## src/rtl/dsm_pkg.sv

```systemverilog
// Shared types and helpers for the multichannel duty/period measurement array.
// Channel FSM encoding plus width and packing helpers used by the top and interface.
package dsm_pkg;

   typedef enum logic [2:0] {
      IDLE      = 3'd0,
      WAIT_RISE = 3'd1,
      HIGH      = 3'd2,
      LOW       = 3'd3,
      DONE      = 3'd4
   } dsm_state_t;

   // Width of the avg_log2 control field; never zero even when averaging is disabled.
   function automatic int avg_width(input int max_log2);
      return (max_log2 > 0) ? $clog2(max_log2 + 1) : 1;
   endfunction

   // LSB position of channel ch inside a flat bus of per-channel fields of width w.
   function automatic int pack_lsb(input int ch, input int w);
      return ch * w;
   endfunction

endpackage

```

## src/rtl/dsm_multichannel_avg_if.sv

```systemverilog
// Control/result bundle between the pin mux, the measurement array and the readback layer.
interface dsm_multichannel_avg_if
   import dsm_pkg::*;
#(
   parameter int NUM_CHANNELS = 8,
   parameter int CNT_W        = 16,
   parameter int MAX_AVG_LOG2 = 3
);
   localparam int AVG_W = avg_width(MAX_AVG_LOG2);

   logic [NUM_CHANNELS-1:0]         measure_start;
   logic [NUM_CHANNELS-1:0]         measure_pin;
   logic [AVG_W-1:0]                avg_log2;
   logic [NUM_CHANNELS*CNT_W-1:0]   high_time;
   logic [NUM_CHANNELS*CNT_W-1:0]   low_time;
   logic [NUM_CHANNELS*(CNT_W+1)-1:0] period;
   logic [NUM_CHANNELS-1:0]         measure_busy;
   logic [NUM_CHANNELS-1:0]         measure_done;
   logic [NUM_CHANNELS-1:0]         measure_tmo;

   modport master (
      output measure_start, measure_pin, avg_log2,
      input  high_time, low_time, period, measure_busy, measure_done, measure_tmo
   );

   modport slave (
      input  measure_start, measure_pin, avg_log2,
      output high_time, low_time, period, measure_busy, measure_done, measure_tmo
   );

endinterface

```

## src/rtl/dsm_avg_channel.sv

```systemverilog
// One measurement channel: pin synchroniser, edge detect, phase FSM, accumulators
// and the averaged result registers.
module dsm_avg_channel
   import dsm_pkg::*;
#(
   parameter int CNT_W          = 16,
   parameter int MAX_AVG_LOG2   = 3,
   parameter int TIMEOUT_CYCLES = 65000,
   parameter int AVG_W          = avg_width(MAX_AVG_LOG2)
) (
   input  logic             clk,
   input  logic             rst_n,
   input  logic             start,
   input  logic             pin,
   input  logic [AVG_W-1:0] avg_log2,
   output logic [CNT_W-1:0] high_time,
   output logic [CNT_W-1:0] low_time,
   output logic [CNT_W:0]   period,
   output logic             busy,
   output logic             done,
   output logic             tmo
);
   localparam int ACC_W = CNT_W + MAX_AVG_LOG2;
   localparam int PER_W = MAX_AVG_LOG2 + 1;

   logic             sync1_reg, sync2_reg, hist_reg;
   dsm_state_t       state_reg, state_next;
   logic [CNT_W-1:0] phase_reg, phase_next;
   logic [ACC_W-1:0] acc_hi_reg, acc_hi_next, acc_lo_reg, acc_lo_next;
   logic [PER_W-1:0] periods_reg, periods_next;
   logic [AVG_W-1:0] k_reg, k_next;
   logic [CNT_W-1:0] high_reg, high_next, low_reg, low_next;
   logic [CNT_W:0]   period_reg, period_next;
   logic             done_reg, done_next, tmo_reg, tmo_next;

   logic             rise, fall, timed_out, abort;
   logic [PER_W-1:0] period_mask;
   logic [CNT_W-1:0] hi_shift, lo_shift;

   assign rise        = sync2_reg & ~hist_reg;
   assign fall        = ~sync2_reg & hist_reg;
   assign timed_out   = (phase_reg == CNT_W'(TIMEOUT_CYCLES));
   assign period_mask = (PER_W'(1) << k_reg) - PER_W'(1);
   assign hi_shift    = CNT_W'(acc_hi_reg >> k_reg);
   assign lo_shift    = CNT_W'(acc_lo_reg >> k_reg);

   always_comb begin
      state_next   = state_reg;
      phase_next   = phase_reg;
      acc_hi_next  = acc_hi_reg;
      acc_lo_next  = acc_lo_reg;
      periods_next = periods_reg;
      k_next       = k_reg;
      high_next    = high_reg;
      low_next     = low_reg;
      period_next  = period_reg;
      done_next    = 1'b0;
      tmo_next     = tmo_reg;
      abort        = 1'b0;
      // A start always wins, including in DONE, so an interrupted run never reports.
      if (start) begin
         state_next   = WAIT_RISE;
         phase_next   = '0;
         acc_hi_next  = '0;
         acc_lo_next  = '0;
         periods_next = '0;
         k_next       = (int'(avg_log2) > MAX_AVG_LOG2) ? AVG_W'(MAX_AVG_LOG2) : avg_log2;
         tmo_next     = 1'b0;
      end else begin
         case (state_reg)
            IDLE: ;
            WAIT_RISE: begin
               if (rise) begin
                  state_next = HIGH;
                  phase_next = CNT_W'(1);
               end else if (timed_out) abort = 1'b1;
               else phase_next = phase_reg + CNT_W'(1);
            end
            HIGH: begin
               if (fall) begin
                  state_next  = LOW;
                  acc_hi_next = acc_hi_reg + ACC_W'(phase_reg);
                  phase_next  = CNT_W'(1);
               end else if (timed_out) abort = 1'b1;
               else phase_next = phase_reg + CNT_W'(1);
            end
            LOW: begin
               if (rise) begin
                  acc_lo_next = acc_lo_reg + ACC_W'(phase_reg);
                  if (periods_reg == period_mask) begin
                     state_next = DONE;
                  end else begin
                     state_next   = HIGH;
                     periods_next = periods_reg + PER_W'(1);
                     phase_next   = CNT_W'(1);
                  end
               end else if (timed_out) abort = 1'b1;
               else phase_next = phase_reg + CNT_W'(1);
            end
            DONE: begin
               high_next   = hi_shift;
               low_next    = lo_shift;
               period_next = {1'b0, hi_shift} + {1'b0, lo_shift};
               done_next   = 1'b1;
               state_next  = IDLE;
            end
            default: state_next = IDLE;
         endcase
         if (abort) begin
            state_next  = IDLE;
            high_next   = '0;
            low_next    = '0;
            period_next = '0;
            done_next   = 1'b1;
            tmo_next    = 1'b1;
         end
      end
   end

   always_ff @(posedge clk) begin
      if (!rst_n) begin
         sync1_reg   <= 1'b0;
         sync2_reg   <= 1'b0;
         hist_reg    <= 1'b0;
         state_reg   <= IDLE;
         phase_reg   <= '0;
         acc_hi_reg  <= '0;
         acc_lo_reg  <= '0;
         periods_reg <= '0;
         k_reg       <= '0;
         high_reg    <= '0;
         low_reg     <= '0;
         period_reg  <= '0;
         done_reg    <= 1'b0;
         tmo_reg     <= 1'b0;
      end else begin
         sync1_reg   <= pin;
         sync2_reg   <= sync1_reg;
         hist_reg    <= sync2_reg;
         state_reg   <= state_next;
         phase_reg   <= phase_next;
         acc_hi_reg  <= acc_hi_next;
         acc_lo_reg  <= acc_lo_next;
         periods_reg <= periods_next;
         k_reg       <= k_next;
         high_reg    <= high_next;
         low_reg     <= low_next;
         period_reg  <= period_next;
         done_reg    <= done_next;
         tmo_reg     <= tmo_next;
      end
   end

   assign high_time = high_reg;
   assign low_time  = low_reg;
   assign period    = period_reg;
   assign busy      = (state_reg != IDLE);
   assign done      = done_reg;
   assign tmo       = tmo_reg;

endmodule

```

## src/rtl/dsm_multichannel_avg.sv

```systemverilog
// N-channel high/low/period measurement array: independent channel instances
// whose results are packed onto flat per-channel buses.
module dsm_multichannel_avg
   import dsm_pkg::*;
#(
   parameter int NUM_CHANNELS   = 8,
   parameter int CNT_W          = 16,
   parameter int MAX_AVG_LOG2   = 3,
   parameter int TIMEOUT_CYCLES = 65000
) (
   input  logic                  clk,
   input  logic                  rst_n,
   dsm_multichannel_avg_if.slave bus
);
   localparam int AVG_W = avg_width(MAX_AVG_LOG2);

   logic [CNT_W-1:0]        high_arr   [NUM_CHANNELS];
   logic [CNT_W-1:0]        low_arr    [NUM_CHANNELS];
   logic [CNT_W:0]          period_arr [NUM_CHANNELS];
   logic [NUM_CHANNELS-1:0] busy_v, done_v, tmo_v;

   for (genvar gi = 0; gi < NUM_CHANNELS; gi++) begin : g_ch
      dsm_avg_channel #(
         .CNT_W          (CNT_W),
         .MAX_AVG_LOG2   (MAX_AVG_LOG2),
         .TIMEOUT_CYCLES (TIMEOUT_CYCLES),
         .AVG_W          (AVG_W)
      ) u_ch (
         .clk       (clk),
         .rst_n     (rst_n),
         .start     (bus.measure_start[gi]),
         .pin       (bus.measure_pin[gi]),
         .avg_log2  (bus.avg_log2),
         .high_time (high_arr[gi]),
         .low_time  (low_arr[gi]),
         .period    (period_arr[gi]),
         .busy      (busy_v[gi]),
         .done      (done_v[gi]),
         .tmo       (tmo_v[gi])
      );
   end

   always_comb begin
      bus.high_time = '0;
      bus.low_time  = '0;
      bus.period    = '0;
      for (int c = 0; c < NUM_CHANNELS; c++) begin
         bus.high_time[pack_lsb(c, CNT_W) +: CNT_W]   = high_arr[c];
         bus.low_time[pack_lsb(c, CNT_W) +: CNT_W]    = low_arr[c];
         bus.period[pack_lsb(c, CNT_W + 1) +: CNT_W + 1] = period_arr[c];
      end
   end

   assign bus.measure_busy = busy_v;
   assign bus.measure_done = done_v;
   assign bus.measure_tmo  = tmo_v;

endmodule

```

## src/flat_wrapper.sv

```systemverilog
// flat-port wrapper written by rule: the top's interface ports become plain ports
module dsm_multichannel_avg_flat import dsm_pkg::*;
#(
   parameter int NUM_CHANNELS   = 8,
   parameter int CNT_W          = 16,
   parameter int MAX_AVG_LOG2   = 3,
   parameter int TIMEOUT_CYCLES = 65000
)
  (clk, rst_n, bus_measure_start, bus_measure_pin, bus_avg_log2, bus_high_time, bus_low_time, bus_period, bus_measure_busy, bus_measure_done, bus_measure_tmo);
  dsm_multichannel_avg_if #(.NUM_CHANNELS(NUM_CHANNELS), .CNT_W(CNT_W), .MAX_AVG_LOG2(MAX_AVG_LOG2)) bus_i ();
  input  logic clk;
  input  logic rst_n;
  input wire logic [$bits(bus_i.measure_start)-1:0] bus_measure_start;
  input wire logic [$bits(bus_i.measure_pin)-1:0] bus_measure_pin;
  input wire logic [$bits(bus_i.avg_log2)-1:0] bus_avg_log2;
  output wire logic [$bits(bus_i.high_time)-1:0] bus_high_time;
  output wire logic [$bits(bus_i.low_time)-1:0] bus_low_time;
  output wire logic [$bits(bus_i.period)-1:0] bus_period;
  output wire logic [$bits(bus_i.measure_busy)-1:0] bus_measure_busy;
  output wire logic [$bits(bus_i.measure_done)-1:0] bus_measure_done;
  output wire logic [$bits(bus_i.measure_tmo)-1:0] bus_measure_tmo;
  assign bus_i.measure_start = bus_measure_start;
  assign bus_i.measure_pin = bus_measure_pin;
  assign bus_i.avg_log2 = bus_avg_log2;
  assign bus_high_time = bus_i.high_time;
  assign bus_low_time = bus_i.low_time;
  assign bus_period = bus_i.period;
  assign bus_measure_busy = bus_i.measure_busy;
  assign bus_measure_done = bus_i.measure_done;
  assign bus_measure_tmo = bus_i.measure_tmo;
  dsm_multichannel_avg #(.NUM_CHANNELS(NUM_CHANNELS), .CNT_W(CNT_W), .MAX_AVG_LOG2(MAX_AVG_LOG2), .TIMEOUT_CYCLES(TIMEOUT_CYCLES)) u_core (.clk(clk), .rst_n(rst_n), .bus(bus_i));
endmodule
```

## config.mk

```make
export PLATFORM = sky130hd
export DESIGN_NAME = dsm_multichannel_avg_flat
export DESIGN_NICKNAME = d
export VERILOG_FILES = /design/src/rtl/dsm_pkg.sv /design/src/rtl/dsm_multichannel_avg_if.sv /design/src/rtl/dsm_avg_channel.sv /design/src/rtl/dsm_multichannel_avg.sv /design/src/flat_wrapper.sv
export SDC_FILE = /design/constraint.sdc
export NUM_CORES = 2
export LEC_CHECK = 0
export ABC_AREA = 1
export BUFFER_PORTS_ARGS = -buffer_cell sky130_fd_sc_hd__buf_2
export CORE_MARGIN = 8
export CORE_UTILIZATION = 45
export CTS_CLUSTER_DIAMETER = 120
export DETAILED_ROUTE_END_ITERATION = 16
export GPL_ROUTABILITY_DRIVEN = 0
export GPL_TIMING_DRIVEN = 0
export SYNTH_ARGS = -nofsm -noshare
export SYNTH_HDL_FRONTEND = slang
export SYNTH_SLANG_ARGS = --single-unit
```

## constraint.sdc

```tcl
create_clock -name clk -period 2.4 [get_ports clk]
set_input_delay 0.36 -clock clk [delete_from_list [all_inputs] [get_ports clk]]
set_output_delay 0.36 -clock clk [all_outputs]
set_load 0.05 [all_outputs]
```

# [Word level (Yosys, flattened, before mapping)]
# Cells that the tools add are included.
[classes] n_reduce_logical=112 magnitude_cmp=0 n_shift=24 n_eq_ne=112 multipliers=0 n_bitwise=57 n_mux=208 n_addsub=48 div_mod_pow=0
[op_table] cell="2-to-1 mux 16 bit" count=72
[op_table] cell="case mux 16 bit (3 select lines)" count=8
[op_table] cell="adder 19 x 16 -> 19 bit" count=16
[op_table] cell="right shift 19 x 2 -> 16 bit" count=16
[op_table] cell="2-to-1 mux 17 bit" count=16
[op_table] cell="adder 16 x 16 -> 17 bit" count=8
[op_table] cell="adder 16 x 1 -> 16 bit (second input constant)" count=8
[op_table] cell="equality test 16 bit (second input constant)" count=8
[op_table] cell="2-to-1 mux 3 bit" count=32
[op_table] cell="inequality test 4 bit (second input constant)" count=24
[op_table] cell="case mux 3 bit (4 select lines)" count=8
[op_table] cell="2-to-1 mux 1 bit" count=64
[op_table] cell="AND reduction 2 bit" count=32
[op_table] cell="AND reduction 4 bit" count=16
[op_table] cell="equality test 3 x 2 -> 1 bit (second input constant)" count=16
[op_table] cell="inequality test 2 bit (second input constant)" count=24
[op_table] cell="inequality test 3 bit (second input constant)" count=16
[op_table] cell="nonzero test 3 bit" count=16
[op_table] cell="NOT 1 bit" count=41
[op_table] cell="adder 4 x 1 -> 4 bit (second input constant)" count=8
[op_table] cell="equality test 4 bit" count=8
[op_table] cell="OR reduction 2 bit" count=16
[op_table] cell="<< shifter 1 x 2 -> 4 bit (first input constant)" count=8
[op_table] cell="subtractor 4 x 2 -> 4 bit (second input constant)" count=8
[op_table] cell="other kinds (8)" count=72
[word_totals] output_inout_bits=416 memories=0 regBits=936 latchBits=0 ramBits=0 rom_bits=0

# [Depth between registers and ports, before layout]
[depth] word_depth=8 ltp_mapped=20 depth_no_buf=18

# [Hierarchy]
# Synthesis repeated with hierarchy kept, for this count alone.
[hier_totals] cells_unflattened=10810 hier_area_um2=66281.1
[by_module_without_submodules] mod="dsm_avg_channel at u_core.g_ch[0].u_ch ..." area_per_inst_um2=8271.7 seq_area_each_um2=2342.2 cells_per_inst=1348 n_inst=3
[by_module_without_submodules] mod="dsm_avg_channel at u_core.g_ch[5].u_ch ..." area_per_inst_um2=8270.4 seq_area_each_um2=2342.2 cells_per_inst=1344 n_inst=2
[by_module_without_submodules] mod="dsm_avg_channel at u_core.g_ch[7].u_ch" area_per_inst_um2=8353.0 seq_area_each_um2=2342.2 cells_per_inst=1366 n_inst=1
[by_module_without_submodules] mod="dsm_avg_channel at u_core.g_ch[1].u_ch" area_per_inst_um2=8313.0 seq_area_each_um2=2342.2 cells_per_inst=1359 n_inst=1
[by_module_without_submodules] mod="dsm_avg_channel at u_core.g_ch[4].u_ch" area_per_inst_um2=8259.2 seq_area_each_um2=2342.2 cells_per_inst=1353 n_inst=1

# [Worst setup path before layout]
# OpenSTA, ideal clock, no wires.
[synth_timing] path_kind="flip-flop to flip-flop" startpoint="reg u_core.g_ch[4].u_ch.k_reg[0]" endpoint="reg u_core.g_ch[4].u_ch.period_reg[16]" setup_ns=0.070 path_buffers=3 setup_slack_ns=-0.156 t_required_ns=2.330 period_less_slack_ns=2.556 stages_incl_launch_ff=16 arrival_ns=2.486 cell_sequence="dfxtp_1 buf_2 buf_2 buf_2 o21ai_0 a21oi_1 ha_1 inv_1 fa_1 o21ai_0 nand3_1 nand3_1 nand2_1 nand2_1 nand2_1 a21oi_1"
[synth_via] elab_chain_len=4
[synth_rtl] element="start: declaration" line="dsm_avg_channel.sv:31" text="logic [AVG_W-1:0] k_reg, k_next;"
[synth_rtl] element="start signal: assignment" line="dsm_avg_channel.sv:145" text="k_reg <= k_next;"
[synth_rtl] element="right shift 19 x 2 -> 16 bit, on equally long branches" line="dsm_avg_channel.sv:44, dsm_avg_channel.sv:45"
[synth_rtl] element="adder 16 x 16 -> 17 bit (*)" line="dsm_avg_channel.sv:103" text="period_next = {1'b0, hi_shift} + {1'b0, lo_shift};"
[synth_rtl] element="2-to-1 mux 17 bit (*)" line="dsm_avg_channel.sv:70" text="case (state_reg)"
[synth_rtl] element="2-to-1 mux 17 bit (*)" line="dsm_avg_channel.sv:109" text="if (abort) begin"
[synth_rtl] element="end signal: assignment" line="dsm_avg_channel.sv:148" text="period_reg <= period_next;"
[synth_rtl] element="end: declaration" line="dsm_avg_channel.sv:33" text="logic [CNT_W:0] period_reg, period_next;"
# Every way passes the cells marked *; elsewhere a longest branch is shown, timed or not. The select of a mux whose other input is x is not followed.
# A chain may end at the register's enable or synchronous reset.

# [Worst setup path after layout]
[layout_timing] startpoint="reg u_core.g_ch[5].u_ch.k_reg[0]" endpoint="reg u_core.g_ch[5].u_ch.period_reg[16]"
[layout_via] elab_chain_len=4
[layout_rtl] element="start: declaration" line="dsm_avg_channel.sv:31"
[layout_rtl] element="start signal: assignment" line="dsm_avg_channel.sv:145"
[layout_rtl] element="right shift 19 x 2 -> 16 bit, on equally long branches" line="dsm_avg_channel.sv:44, dsm_avg_channel.sv:45"
[layout_rtl] element="adder 16 x 16 -> 17 bit (*)" line="dsm_avg_channel.sv:103"
[layout_rtl] element="2-to-1 mux 17 bit (*)" line="dsm_avg_channel.sv:70"
[layout_rtl] element="2-to-1 mux 17 bit (*)" line="dsm_avg_channel.sv:109"
[layout_rtl] element="end signal: assignment" line="dsm_avg_channel.sv:148"
[layout_rtl] element="end: declaration" line="dsm_avg_channel.sv:33"
# Marked as above.

==> metrics.md <==
| Metric | Value |
|---|---|
| Worst setup path startpoint | `u_core.g_ch[5].u_ch.k_reg[0]` |
| CP Data Arrival Time | `3.29 ns` |
| Avg Cell Area, Syn | `6.13 sq um` |
| Warnings, synthesis | `0` |
| Die ar. | `159000 sq um` |
| Fillers | `13800` |
| FP Rows | `140` |
| Static Leak | `39.2 nW` |
| Layout cells sized above 1 | `0.215` |
| DR pass1 iterations | `7` |
| Reg clk slew, reported paths | `0.06 ns` |
| CP required | `3.05 ns` |
| Top cell type's share of synthesized area | `0.284` |
| CTS tree | `yes` |
| Post-Syn Area | `66100 sq um` |
| Buffers on Ports | `434` |
| Final global-route overflow total | `0` |
| Area grow syn2layout | `29.0%` |
| Syn nets | `11200` |
| Initial Util | `0.453` |
| Die Y | `399 um` |
| Setup TNS | `-5.76 ns` |
| Chip Width | `399 um` |
| Cell variety after synth | `54` |
| Root Buffer | `clkbuf_16` |
| Asr flop ratio synth | `0` |
| Crit-path slowest cell | `dfxtp_4` |
| DP Area | `70700 sq um` |
| Placeable Area | `146000 sq um` |
| Worst r2r src | `u_core.g_ch[5].u_ch.k_reg[0]` |
| Vias per cell | `5.49` |
| Reg2reg end | `u_core.g_ch[5].u_ch.period[16]` |
| WL/cell | `19.2 um` |
| Worst Max-Slew Pin Slew | `1.34 ns` |
| Largest fanout on the critical path | `8` |
| Via count | `75300` |
| Seq cells post-synth | `936` |
| Clk sinks | `936` |
| Setup violators final | `68` |
| Max Root-Sink Buffers | `3` |
| Largest net degree at the start of global routing | `15` |
| CP dominant cell by count | `nand2_2` |
| Max-slew violation count | `0` |
| Vias in the first global route | `68200` |
| Final Hold Fails | `0` |
| Clock Latency Late Sink | `0.74 ns` |
| Top Ports | `436` |
| Synth cell count leaders | `3287 x nand2_1, 1456 x inv_1, 1163 x a21oi_1` |
| Unrepaired setup endpoints after global routing | `true` |
| Worst vdd ir | `0.000616 V` |
| Final instance area | `85200 sq um` |
| Kind of end point of the critical path | `flip-flop` |
| Status | `complete, but fails checks` |
| Most used flip-flop cell after synthesis | `dfxtp_1` |
| CP max stage delay | `0.36 ns` |
| Initial antenna violation count | `8` |
| Setup Skew | `0.0270 ns` |
| Final cell count without fillers | `13700` |
| Type of the most critical hold path | `in -> reg` |
| Final core utilization | `0.585` |
| CP cell instances | `buf_8, buf_8, buf_8, nand2_4, o211ai_1, o21ai_2, ha_2, inv_2, fa_2, inv_2, nand3_2, nand2_4, nand2_2, nand2_2, nand2_2, nand2_2, nand2_2, nand2_2, nand2_4, a21oi_2` |
| Internal reg-to-reg setup slack | `-0.24 ns` |
| Worst Reg-to-Reg Cells | `20` |
| Post-route ant nets | `0` |
| Worst setup margin | `-0.237 ns` |
| Final critical-path required period | `2.64 ns` |
| Post-synth EDFFs | `0` |
| Cell taking the most area after synthesis | `dfxtp_1` |
| Startpoint Class | `flip-flop` |
| Pwr dens | `491 nW/um^2` |
| Failing checks | `negative setup slack` |
| Most numerous cell in the Yosys netlist | `nand2_1` |
| Final net count | `12200` |
| WS Path Type | `reg -> reg` |
| Top cells by area, synth | `dfxtp_1 28%, nand2_1 19%, a21oi_1 8.8%` |
| Crit path to | `u_core.g_ch[5].u_ch.period[16]` |
| Placement Setup Slack | `-1.35 ns` |
| WL final | `264 mm` |
| Slew HR | `0.108` |
| First-pass GRT wire length | `385 mm` |
| Remaining DRCs | `0` |
| Post-synthesis sequential area ratio | `0.284` |
| CTS buffer count | `112` |
| Placed cell count | `13100` |
| Part of the cycle the worst path needs | `1.10` |
| Max Freq | `379 MHz` |
| Multi-input logic area | `46100 sq um` |
| All-layer global routing usage | `0.302` |
| First DRT Iteration DRCs | `7455` |
| H-tree lvl count | `3` |
| Register area | `18800 sq um` |
| Dpl hpwl | `198 mm` |
| Number of max-cap violations | `0` |
| Cells after synthesis | `10800` |
==> layer usage <==
metal / routed length [um] / GRT usage
met1: 113000 / 0.406
met2: 117000 / 0.480
met3: 22800 / 0.0505
met4: 12200 / 0.124
met5: 7 / 0
==> how the worst min path moves through the flow <==
stage                                          endpoint  cells past startpoint  slack, ns                           from
after global placement    u_core.g_ch[4].u_ch.sync2_reg                      2       0.39  u_core.g_ch[4].u_ch.sync1_reg
after global routing       u_core.g_ch[4].u_ch.k_reg[0]                      3       0.13           bus_measure_start[4]
final                      u_core.g_ch[4].u_ch.k_reg[0]                      3       0.14           bus_measure_start[4]
after detailed placement  u_core.g_ch[6].u_ch.sync2_reg                      2       0.40  u_core.g_ch[6].u_ch.sync1_reg
after CTS                  u_core.g_ch[4].u_ch.k_reg[0]                      3       0.06           bus_measure_start[4]
after floorplan           u_core.g_ch[0].u_ch.sync2_reg                      2       0.39  u_core.g_ch[0].u_ch.sync1_reg
==> metrics by stage <==
stage / power [mW] / hold slack [ns]
finish: 41.9 / 0.139
global route: 43.1 / 0.131
CTS: 40.2 / 0.0628
detailed placement: 20.1 / 0.400
global placement: 20.1 / 0.393
floorplan: 18.8 / 0.390
==> cell usage in the layout (no fill, tap or decap), types with 27 or more instances in the layout <==
cell       count
a21oi_2      135
buf_2        495
a21oi_1     1005
ha_4         113
o21ai_1      118
inv_1       1392
clkbuf_16    131
clkbuf_1     126
nand4_1      107
nand3_1      647
o211ai_1      35
buf_4        364
o21ai_4      128
xor2_1        99
nor2_1       823
xnor2_1       32
o21ai_2      212
nand2_1     3014
nor2_2        27
inv_2         91
nand2_4       64
buf_6         93
ha_1         285
o21ai_0      397
nand3_2      102
clkbuf_2      27
nor3_1        59
nand3b_1      31
nand2_2      234
dfxtp_1      908
a21o_1        30
==> worst max-delay path, delay by kind of cell (launching register included) <==
kind            cells  cell delay (ns)
fa+ha+maj           2             0.57
simple gates       10             0.82
compound gates      3             0.33
buf+inv             5             0.48
flops               1             0.36
==> report_power, final <==
group | leakage [nW] | switching, mW | internal (mW)
registers | 7.56 | 0.0747 | 15.6
clock network | 1.95 | 7.41 | 11.5
logic | 29.7 | 4.33 | 2.89
total | 39.2 | 11.8 | 30.0
==> timing repair <==
item                                   in CTS  in global routing
gates resized for setup                  1043               1168
gates cloned                               10                  9
hold buffers                               14                  0
pin swaps                                 208                405
setup endpoints to repair                 222                244
endpoints found under the hold margin      26                  0
buffers inserted                          186                171
==> cells by family after synthesis <==
group,Yosys count,synth area share
XOR/XNOR,145,0.0198
AND/OR/NAND/NOR,5222,0.327
buffers and inverters,1873,0.114
flip-flops,936,0.284
AO/OA/AOI/OAI,2172,0.171
adder cells (fa/ha/maj),432,0.0845
==> final cells by class <==
class,count,area share
diodes,6,0.000176
clock buffers,148,0.0376
flip-flops and latches,936,0.220
well taps,1917,0.0281
plain buffers,367,0.0309
inverters,1503,0.0667
clock inverters,62,0.0105
repair buffers,816,0.0648
multi-input cells,7971,0.541
Power figures use the tool's default switching activity.
